<file path="config.mk">
export PLATFORM = sky130hd
export DESIGN_NAME = fetch_unit
export DESIGN_NICKNAME = d
export VERILOG_FILES = /design/src/rtl/fetch_unit.sv
export SDC_FILE = /design/constraint.sdc
export NUM_CORES = 1
export LEC_CHECK = 0
export ABC_AREA = 1
export ABC_CLOCK_PERIOD_IN_PS = 2070
export BUFFER_PORTS_ARGS = -buffer_cell sky130_fd_sc_hd__buf_2
export CAP_MARGIN = 20
export CORE_MARGIN = 2
export CORE_UTILIZATION = 52
export CTS_BUF_LIST = sky130_fd_sc_hd__clkbuf_2 sky130_fd_sc_hd__clkbuf_4 sky130_fd_sc_hd__clkbuf_8
export DETAILED_ROUTE_END_ITERATION = 16
export PLACE_DENSITY = 0.83
export SYNTH_ARGS = -nofsm -noshare
export SYNTH_HDL_FRONTEND = slang
export SYNTH_SLANG_ARGS = --single-unit
</file>
<file path="constraint.sdc">
create_clock -name clk -period 2.07 [get_ports clk]
set_clock_uncertainty 0.1 [all_clocks]
set_input_delay 0.414 -clock clk [delete_from_list [all_inputs] [get_ports clk]]
set_output_delay 0.414 -clock clk [all_outputs]
set_load 0.1 [all_outputs]
</file>
<file path="src/rtl/fetch_unit.sv">
// fetch_unit: BOOT/RUN/HALT instruction fetch stage feeding an IF/ID register.
// Define FETCH_UNIT_FETCH_CNT_EN to add the fetch_count output.
module fetch_unit #(
  parameter logic [15:0] RESET_PC = 16'h0000
) (
  input  logic        clk,
  input  logic        rst,
  input  logic        stall,
  input  logic        branch_taken,
  input  logic [15:0] branch_target,
  input  logic        halt,
  output logic [15:0] pc_out,
  input  logic [15:0] instr_in,
  output logic [15:0] ifid_instr,
  output logic [15:0] ifid_pc,
  output logic        ifid_valid,
  output logic        halted
`ifdef FETCH_UNIT_FETCH_CNT_EN
  , output logic [31:0] fetch_count
`endif
);
  typedef enum logic [1:0] {BOOT, RUN, HALT} state_t;
  state_t      state_q, state_d;
  logic [15:0] pc_q, pc_d, instr_q, instr_d, ipc_q, ipc_d;
  logic        valid_q, valid_d, fetch;
  always_comb begin
    state_d = state_q;
    pc_d    = pc_q;
    instr_d = instr_q;
    ipc_d   = ipc_q;
    valid_d = valid_q;
    fetch   = 1'b0;
    if (state_q == BOOT) begin
      state_d = RUN;
    end else if (state_q == RUN) begin
      if (halt) begin
        state_d = HALT;
        instr_d = 16'h0000;
        valid_d = 1'b0;
      end else if (branch_taken) begin
        pc_d    = branch_target;
        instr_d = 16'h0000;
        valid_d = 1'b0;
      end else if (!stall) begin
        fetch   = 1'b1;
        pc_d    = pc_q + 16'd1;
        instr_d = instr_in;
        ipc_d   = pc_q;
        valid_d = 1'b1;
      end
    end
  end
  always_ff @(posedge clk or posedge rst) begin
    if (rst) begin
      state_q <= BOOT;
      pc_q    <= RESET_PC;
      instr_q <= 16'h0000;
      ipc_q   <= 16'h0000;
      valid_q <= 1'b0;
    end else begin
      state_q <= state_d;
      pc_q    <= pc_d;
      instr_q <= instr_d;
      ipc_q   <= ipc_d;
      valid_q <= valid_d;
    end
  end
  assign pc_out     = pc_q;
  assign ifid_instr = instr_q;
  assign ifid_pc    = ipc_q;
  assign ifid_valid = valid_q;
  assign halted     = (state_q == HALT);
`ifdef FETCH_UNIT_FETCH_CNT_EN
  logic [31:0] cnt_q;
  always_ff @(posedge clk or posedge rst) begin
    if (rst) cnt_q <= 32'd0;
    else if (fetch) cnt_q <= cnt_q + 32'd1;
  end
  assign fetch_count = cnt_q;
`else
  logic unused_fetch;
  assign unused_fetch = fetch;
`endif
endmodule

</file>
==> summary.md <==
| Metric | Value |
|---|---|
| Run status | `complete, no violations` |
| Most frequent cells in the layout | `buf_2 (86), nand2_1 (72), dfrtp_1 (49)` |
| Die width | `73.5 um` |
| Upper clock frequency limit | `565 MHz` |
| Highest routed metal layer | `met4` |
| H-tree levels | `2` |
| Area growth, synth to finish | `23.5%` |
| Cells after synthesis | `323` |
| Worst-skew pair later-pin latency | `0.30 ns` |
| Cts bufs inserted | `5` |
| Post-synth EDFFs | `0` |
| Final hold vios | `0` |
| Clock Tree Root | `clkbuf_8` |
| Post-synth top flop | `dfrtp_1` |
| Critical path arrival | `1.26 ns` |
| Vias/cell | `5.21` |
| Power Dens Cells | `573 nW/um2` |
| Die area | `5400 um2` |
| #FFs+latches synth | `51` |
| Post-Route WL | `6060 um` |
| Number of nets still failing antenna checks after routing | `0` |
| Register area share after synthesis | `0.508` |
| Setup violators final | `0` |
| P_leak | `1.77 nW` |
| Starting Density | `0.535` |
| WL met1 | `2700 um` |
| GR Overflow Total | `0` |
| Min Tclk post-route | `1.77 ns` |
| Setup ws final | `0.299 ns` |
| Vias in the first global route | `2,188` |
| DRC | `0` |
| Pins Over Slew Limit | `0` |
| Tightest Pin Transition | `0.568 ns` |
| Die height | `73.5 um` |
| Routed wl met2 | `2860 um` |
| Net Count, Synth | `361` |
| Setup TNS Final | `0 ns` |
| Share of power burned in combinational logic | `0.053` |
| Largest net degree at the start of global routing | `50` |
| Ys async rst share | `1.00` |
| Routed wire per std cell | `13.1 um` |
| RSZ-0062 raised after global routing | `false` |
| Initial antenna violation count | `0` |
| Clock-pin slew on the worst setup and hold paths | `0.09 ns` |
| Synth cell types | `28` |
| Mean post-synth cell area | `7.78 um2` |
| Port Buffers | `86` |
| Met3 wire length | `429 um` |
| Tcrit/Tclk final | `0.856` |
| Clock Path Buffers | `2` |
| Total core area | `4690 um2` |
| Reg power frac | `0.560` |
| Hold crit path type | `in2reg` |
| Fin nets | `448` |
| Routability cong. | `0.876` |
| Initial DRT Pass Iterations | `4` |
| Synthesized cell area | `2510 um2` |
| Slew HR | `0.620` |
| Net switching power figure | `0.388 mW` |
| Worst vdd ir | `0.378 mV` |
| Row count | `25` |
| Io pins | `87` |
| Commonest non-fill, non-tap cell in the layout | `buf_2` |
| Detailed placement HPWL | `4520 um` |
| Ratio of cells with drive above 1 in the final layout | `0.280` |
| CTS tree | `done` |
| # Max-Cap Violations | `0` |
| Critical Path Source Type | `flop` |
| 1st-iter DRT viols | `170` |
| P_int | `1.39 mW` |
| Total global-route track usage | `0.237` |
| WS Path Type | `reg2out` |
| Synth warnings | `0` |
| Sink Count | `51` |
| Worst-path fanout max | `3` |
| Pre-CTS setup slack | `0.193 ns` |
| First-pass GRT wire length | `9900 um` |
| Worst Setup End Kind | `primary output` |
| Worst Path Required | `1.56 ns` |
| Switching Share | `0.219` |
| Via count | `2,416` |
| Clock share of power | `0.387` |
| N_diodes | `0` |
-- kinds of logic after synthesis --
logic type,after synthesis,synth area share
AND/OR/NAND/NOR,147,0.250
buffers and inverters,63,0.105
AO/OA/AOI/OAI,61,0.132
flip-flops,51,0.508
adder cells (fa/ha/maj),1,0.00498
-- Yosys cell counts, types with 2 or more instances --
| library cell | number | area share |
|---|---|---|
| nand3_1 | 35 | 0.070 |
| inv_1 | 48 | 0.072 |
| buf_6 | 2 | 0.0090 |
| inv_2 | 2 | 0.0030 |
| nor2_1 | 30 | 0.045 |
| buf_4 | 2 | 0.0060 |
| nand2_1 | 72 | 0.11 |
| nand4_1 | 2 | 0.0050 |
| o21ai_1 | 7 | 0.014 |
| a21oi_1 | 7 | 0.014 |
| dfrtp_1 | 51 | 0.51 |
| or2_2 | 2 | 0.0050 |
| a22oi_1 | 3 | 0.0090 |
| buf_2 | 3 | 0.0060 |
| clkbuf_1 | 5 | 0.0075 |
| nor3_1 | 2 | 0.0040 |
| o21ai_0 | 37 | 0.074 |
| o21ai_2 | 3 | 0.010 |
-- power groups by stage --
stage / clock network (mW) / logic (mW) / registers [mW]
after floorplan: 0 / 0.0424 / 1.02
after global placement: 0 / 0.0917 / 1.02
after detailed placement: 0 / 0.0935 / 1.02
after CTS: 0.699 / 0.0957 / 0.995
after global routing: 0.732 / 0.107 / 0.996
final: 0.688 / 0.0942 / 0.995
-- critical path: stages, from the launching register on --
cell and delay, ns:
dfrtp_1 0.38, inv_1 0.08, nor2_2 0.07, buf_2 0.43
-- sequential cells by signal (all words and copies together) (netlist names) --
register    cells
ifid_instr     16
ifid_pc        16
pc_out         16
state_q         2
ifid_valid      1
-- worst paths after layout --
| check | from | to | slack [ns] | cells after the start |
|---|---|---|---|---|
| worst max-delay path | state_q[1]$_DFFE_PP0P_ | halted | 0.30 | 3 |
| worst min-delay path | instr_in[13] | ifid_instr[13]$_DFFE_PP0P_ | 0.25 | 3 |
| worst max register to register | state_q[0]$_DFFE_PP0P_ | pc_out[2]$_DFFE_PP0P_ | 0.41 | 6 |
| worst min register to register | ifid_pc[15]$_DFFE_PP0P_ | ifid_pc[15]$_DFFE_PP0P_ | 0.38 | 2 |
| max in group asynchronous | rst | ifid_pc[11]$_DFFE_PP0P_ | 0.68 | 4 |
| min in group asynchronous | rst | ifid_pc[1]$_DFFE_PP0P_ | 0.55 | 3 |
-- final cells by class --
type / count / area, um2
fillers: 419 / 1590
well taps: 54 / 67.6
repair buffers: 93 / 485
multi-input cells: 209 / 976
inverters: 50 / 188
clock buffers: 5 / 68.8
clock inverters: 2 / 37.5
flip-flops and latches: 51 / 1280
-- layer usage --
metal / GRT usage / vias to the layer above
met5: 0 / -
met4: 0.0828 / 0
met3: 0.0329 / 5
met2: 0.395 / 99
met1: 0.316 / 1108
li1: - / 1204
-- stage by stage --
step                      hold WS, ns   util  area, um2  power, mW  instances
final                           0.253  0.661       3100       1.78        464
after floorplan                 0.388      -       2520       1.06        323
after CTS                       0.242  0.661       3100       1.79        464
after global placement          0.328  0.636       2990       1.11        456
after global routing            0.262  0.661       3100       1.83        464
after detailed placement        0.335  0.636       2990       1.11        456
-- repair_timing --
item                                   CTS  global route
hold buffers                             1             0
gates resized for setup                  0             0
endpoints found under the hold margin    7             0
setup buffers                            0             0
Power figures use the tool's default switching activity.
